$ cat src/rtl/nanoV_mem_pkg.sv
// nanoV serial memory controller shared definitions.
// FSM states, SPI RAM opcodes, len encodings, data-length helper.
package nanoV_mem_pkg;

   typedef enum logic [2:0] {
      ST_IDLE,
      ST_CMD,
      ST_ADDR,
      ST_DATA,
      ST_END
   } state_t;

   localparam logic [7:0] CMD_READ  = 8'h03;
   localparam logic [7:0] CMD_WRITE = 8'h02;

   localparam logic [1:0] LEN_BYTE = 2'd0;
   localparam logic [1:0] LEN_HALF = 2'd1;
   localparam logic [1:0] LEN_WORD = 2'd2;

   // Index of the last data-phase bit; len=3 behaves as a word.
   function automatic logic [5:0] last_bit(input logic [1:0] l);
      case (l)
         LEN_BYTE: last_bit = 6'd7;
         LEN_HALF: last_bit = 6'd15;
         LEN_WORD: last_bit = 6'd31;
         default:  last_bit = 6'd31;
      endcase
   endfunction

endpackage

$ cat src/rtl/nanoV_spi_phy.sv
// SPI mode-0 bit timing: two clk cycles per bit (low, then high phase).
// Ports: clk, rstn, en (bit slot active) -> spi_clk, rise (low phase ends), sample (high phase ends).
module nanoV_spi_phy (
   input  logic clk,
   input  logic rstn,
   input  logic en,
   output logic spi_clk,
   output logic rise,
   output logic sample
);

   logic phase;

   always_ff @(posedge clk or negedge rstn) begin
      if (!rstn)
         phase <= 1'b0;
      else if (!en)
         phase <= 1'b0;
      else
         phase <= ~phase;
   end

   assign spi_clk = phase;
   assign rise    = en & ~phase;
   assign sample  = en & phase;

endmodule

$ cat src/rtl/nanov_mem_spi.sv
// nanoV load/store to SPI RAM bridge (sequential mode, CMD+ADDR+DATA).
// Ports: start/is_write/addr/len/wr_data request; busy/done/rd_data/data_in/shift_data_out to core; spi_* to RAM.
module nanov_mem_spi
   import nanoV_mem_pkg::*;
#(
   parameter int ADDR_BITS = 24
) (
   input  logic                 clk,
   input  logic                 rstn,
   input  logic                 start,
   input  logic                 is_write,
   input  logic [ADDR_BITS-1:0] addr,
   input  logic [1:0]           len,
   input  logic [31:0]          wr_data,
   output logic                 busy,
   output logic                 done,
   output logic [31:0]          rd_data,
   output logic                 data_in,
   output logic                 shift_data_out,
   output logic                 spi_cs_n,
   output logic                 spi_clk,
   output logic                 spi_mosi,
   input  logic                 spi_miso
);

   state_t               state;
   logic [5:0]           cnt;
   logic [5:0]           dlast;
   logic [31:0]          sr;
   logic [31:0]          wr_q;
   logic [ADDR_BITS-1:0] addr_q;
   logic                 is_wr;

   logic [7:0]  cmd_byte;
   logic [31:0] a32;
   logic [31:0] swp;
   logic        en;
   logic        rise;
   logic        sample;

   assign cmd_byte = is_write ? CMD_WRITE : CMD_READ;
   // Address left-aligned so its MSB leaves first.
   assign a32 = 32'(addr_q) << (32 - ADDR_BITS);
   // Byte 0 first on the wire, each byte MSB first.
   assign swp = {wr_q[7:0], wr_q[15:8], wr_q[23:16], wr_q[31:24]};
   assign en  = (state == ST_CMD) || (state == ST_ADDR) ||
                (state == ST_DATA);

   nanoV_spi_phy u_phy (
      .clk     (clk),
      .rstn    (rstn),
      .en      (en),
      .spi_clk (spi_clk),
      .rise    (rise),
      .sample  (sample)
   );

   always_ff @(posedge clk or negedge rstn) begin
      if (!rstn) begin
         state          <= ST_IDLE;
         busy           <= 1'b0;
         done           <= 1'b0;
         rd_data        <= '0;
         data_in        <= 1'b0;
         shift_data_out <= 1'b0;
         spi_cs_n       <= 1'b1;
         spi_mosi       <= 1'b0;
         cnt            <= '0;
         dlast          <= '0;
         sr             <= '0;
         wr_q           <= '0;
         addr_q         <= '0;
         is_wr          <= 1'b0;
      end else begin
         done           <= 1'b0;
         data_in        <= 1'b0;
         shift_data_out <= 1'b0;
         unique case (state)
            ST_IDLE: begin
               if (start) begin
                  state    <= ST_CMD;
                  busy     <= 1'b1;
                  spi_cs_n <= 1'b0;
                  rd_data  <= '0;
                  wr_q     <= wr_data;
                  addr_q   <= addr;
                  is_wr    <= is_write;
                  dlast    <= last_bit(len);
                  cnt      <= '0;
                  spi_mosi <= cmd_byte[7];
                  sr       <= {cmd_byte[6:0], 25'd0};
               end
            end
            ST_CMD: begin
               if (sample) begin
                  if (cnt == 6'd7) begin
                     state    <= ST_ADDR;
                     cnt      <= '0;
                     spi_mosi <= a32[31];
                     sr       <= {a32[30:0], 1'b0};
                  end else begin
                     cnt      <= cnt + 6'd1;
                     spi_mosi <= sr[31];
                     sr       <= {sr[30:0], 1'b0};
                  end
               end
            end
            ST_ADDR: begin
               if (sample) begin
                  if (cnt == 6'(ADDR_BITS - 1)) begin
                     state    <= ST_DATA;
                     cnt      <= '0;
                     spi_mosi <= is_wr & swp[31];
                     sr       <= {swp[30:0], 1'b0};
                  end else begin
                     cnt      <= cnt + 6'd1;
                     spi_mosi <= sr[31];
                     sr       <= {sr[30:0], 1'b0};
                  end
               end
            end
            ST_DATA: begin
               if (rise && is_wr)
                  shift_data_out <= 1'b1;
               if (sample) begin
                  if (!is_wr) begin
                     // bit j of byte k lands at rd_data[8k+7-j]
                     rd_data[{cnt[4:3], ~cnt[2:0]}] <= spi_miso;
                     data_in        <= spi_miso;
                     shift_data_out <= 1'b1;
                  end
                  if (cnt == dlast) begin
                     state    <= ST_END;
                     cnt      <= '0;
                     spi_cs_n <= 1'b1;
                     spi_mosi <= 1'b0;
                     done     <= 1'b1;
                  end else begin
                     cnt      <= cnt + 6'd1;
                     spi_mosi <= is_wr & sr[31];
                     sr       <= {sr[30:0], 1'b0};
                  end
               end
            end
            ST_END: begin
               state <= ST_IDLE;
               busy  <= 1'b0;
            end
            default: state <= ST_IDLE;
         endcase
      end
   end

endmodule

$ cat config.mk
export PLATFORM = sky130hd
export DESIGN_NAME = nanov_mem_spi
export DESIGN_NICKNAME = d
export VERILOG_FILES = /design/src/rtl/nanoV_mem_pkg.sv /design/src/rtl/nanoV_spi_phy.sv /design/src/rtl/nanov_mem_spi.sv
export SDC_FILE = /design/constraint.sdc
export NUM_CORES = 1
export LEC_CHECK = 0
export CORE_ASPECT_RATIO = 0.6
export CORE_UTILIZATION = 37
export DETAILED_ROUTE_END_ITERATION = 8
export PLACE_DENSITY_LB_ADDON = 0.3
export SLEW_MARGIN = 30
export SYNTH_ARGS = -nofsm -noshare
export SYNTH_HDL_FRONTEND = slang
export SYNTH_SLANG_ARGS = --single-unit
export TNS_END_PERCENT = 50
$ cat constraint.sdc
create_clock -name clk -period 2.3 [get_ports clk]
set_clock_uncertainty 0.15 [all_clocks]
set_input_delay 0.23 -clock clk [delete_from_list [all_inputs] [get_ports clk]]
set_output_delay 0.23 -clock clk [all_outputs]
set_load 0.05 [all_outputs]
==> flow_metrics.tcl <==
set metrics [dict create \
    violations "negative setup slack" \
    clockBufferDepth 2 \
    place_hpwl_um 11800 \
    finalSetupViolations 29 \
    vias_per_cell 5.32 \
    postSynth.asyncResetShare 1.00 \
    wl_met3_um 1210 \
    grt_pass1_wl_um 27800 \
    critPathMaxFanout 8 \
    path_class "flop to flop" \
    fillCellCount 1464 \
    die_width_um 170 \
    rsz0062_at_grt "yes" \
    row_count 36 \
    mostFrequentLayoutCell "nand2_1" \
    drv_slew 0 \
    max_freq_mhz 422 \
    ys_warn_count 0 \
    postSynthCellCount 672 \
    synthAdderAreaFrac 0.00998 \
    syn-cell-area_um2 6270 \
    critPathArrivalTime_ps 2560 \
    cts_root_buffer "clkbuf_16" \
    synth_compound_area_frac 0.197 \
    antenna_cells 0 \
    synth_cell_types 56 \
    synth_mux_area_frac 0.0176 \
    synth_area_per_cell_um2 9.33 \
    end_kind "flop" \
    die-area_um2 17500 \
    drc 0 \
    first_global_vias 5417 \
    top_layer_used "met4" \
    htree_levels 4 \
    drt_iter0_drc 523 \
    grtUsageTotal 0.205 \
    wl_per_cell_um 16.5 \
    yosysTopAreaCell "dfrtp_1" \
    grt-ovfl-total 0 \
    port_buffers 101 \
    post-route-min-period_ps 2370 \
    synth-xor-area-share 0.00419 \
    critPathLaunchType "flop" \
    hold_path.class "primary input to flop" \
    drt_wl_total_um 17100 \
    ir_worst_vdd_uv 459 \
    cts.sinks 139 \
    yosys.area_share.simple 0.179 \
    yosys_most_used_dff "dfrtp_1" \
    timing.final.crit_share 1.03 \
    powerDensity_nw_per_um2 628 \
    synth_top_area_frac 0.551 \
    outcome "finished with violations" \
    r2r_cells 7 \
    core_area_um2 16400 \
    final_nets 859 \
    worstMarginPinSlew_ps 570 \
    syn2layout_area_growth_pct 35.2 \
    final_antenna_net_count 0 \
    io_pins 102 \
    yosysSeqAreaShare 0.555 \
    final_util 0.517 \
    fp.dieH_um 103 \
    gp_congestion 0.899 \
    slew-limit-headroom 0.620 \
    cts_inserted_buffers 17 \
    cts_tree "done" \
    layout-drive-gt1-share 0.134 \
    required_ps 2490 \
    dp_slack_ps -5.50 \
    leakage_uw 0.00395 \
    clk_latency_ps 420 \
    num_vias 5486 \
    grt_start_max_net_pins 61 \
    ys_ff_latch 139 \
    initial_utilization 0.382 \
    hold_depth 3 \
    drt-pass1-iter-count 6 \
    synth_top_family_by_area "compound AO/OA/AOI/OAI gates" \
    setup_ws_ps -71.4 \
    final_cell_mix "nand2_1 (196), dfrtp_1 (138), clkdlybuf4s50_1 (100), o21ai_0 (76), a21oi_1 (32)" \
    max_cap_viol_count 0 \
    hold_violations 0 \
    clk_pin_slew_ps 70 \
    wl_met2_um 7450 \
    syn_nets 740 \
    grt_antenna_before_repair 0 \
    synth_edf_count 0 \
    met1Wirelength_um 8240 \
    synth_area_leaders "dfrtp_1 (55%), nand2_1 (12%), o21ai_0 (7.5%), a222oi_1 (3.4%), a21oi_1 (2.6%)" \
]
worst max-delay path, cell delays in order, from the launching register on:
cell and delay, ps:
dfrtp_1 380, or4_4 570, a2111o_1 550, o21ai_4 210, buf_6 150, clkbuf_16 150
nand2_1 60, o21ai_1 80
cells by family (layout without fill, tap and decap cells):
| group | Yosys count | in the layout |
|---|---|---|
| mux | 10 | 10 |
| flops | 139 | 139 |
| simple gates | 264 | 264 |
| buf+inv | 51 | 183 |
| xor+xnor | 3 | 3 |
| fa+ha+maj | 5 | 5 |
| compound gates | 200 | 200 |
cells in the mapped netlist (7+ instances only):
master and n:
o21ai_1 16, o21ai_0 94, a22oi_1 7, nand2_1 201, a222oi_1 21, dfrtp_1 138
mux2_2 8, nor2_1 17, a21oi_1 33, clkbuf_1 26
report_power, final:
group          leakage (µW)  internal (µW)  total, µW  switching, µW
clock network      0.000284           1560       2710           1150
logic               0.00175            103        170           67.7
registers           0.00192           2450       2450          0.447
total               0.00395           4110       5320           1210
metrics by stage:
| step | hold WS, ps | power, µW | std cells | cell area, µm² | TNS (ps) |
|---|---|---|---|---|---|
| CTS | 174 | 5390 | 1027 | 8370 | 0 |
| detailed placement | 103 | 2660 | 994 | 7770 | -5.50 |
| global placement | 90.7 | 2660 | 994 | 7770 | 0 |
| floorplan | -216 | 2500 | 672 | 6270 | 0 |
| finish | 184 | 5320 | 1032 | 8480 | -880 |
| global route | 175 | 5500 | 1032 | 8480 | -3140 |
cell type report:
cell class | count | area (µm²) | area share
Clock buffer | 18 | 439 | 0.0518
Clock inverter | 14 | 149 | 0.0176
Tap cell | 228 | 285 | 0.0336
Timing Repair Buffer | 145 | 1490 | 0.176
Multi-Input combinational cell | 482 | 2610 | 0.308
Inverter | 6 | 22.5 | 0.00266
Sequential cell | 139 | 3480 | 0.410
final timing paths:
check,startpoint,endpoint,slack [ps]
worst max register to register,cnt[1]$_DFFE_PN0P_,sr[18]$_DFFE_PN0P_,-70
max in group asynchronous,rstn,sr[7]$_DFFE_PN0P_,1120
min in group asynchronous,rstn,rd_data[31]$_DFFE_PN0P_,210
worst min register to register,addr_q[22]$_DFFE_PN0P_,addr_q[22]$_DFFE_PN0P_,330
worst max-delay path,cnt[1]$_DFFE_PN0P_,sr[18]$_DFFE_PN0P_,-70
worst min-delay path,addr[11],addr_q[11]$_DFFE_PN0P_,180
registers in the layout (all words and copies together), names as in the netlist:
name,flops
done,1
is_wr,1
shift_data_out,1
rd_data,32
spi_cs_n,1
wr_q,32
data_in,1
state,3
cnt,6
addr_q,24
u_phy.spi_clk,1
spi_mosi,1
sr,31
dlast,3
busy,1
per-layer routing:
layer	GRT usage	vias up
met5	0	-
met4	0.0617	0
met3	0.0495	18
met2	0.301	203
met1	0.299	2675
li1	-	2590
timing repair:
item                                    in CTS  in global routing
pin swaps                                    1                 12
gates resized for setup                      0                 35
setup buffers                                0                  3
gates cloned                                 0                  2
hold buffers                                 1                  0
hold endpoints to repair                    57                  0
endpoints found under the setup margin      14                 37
No activity file was read; power rests on OpenSTA's default activity.
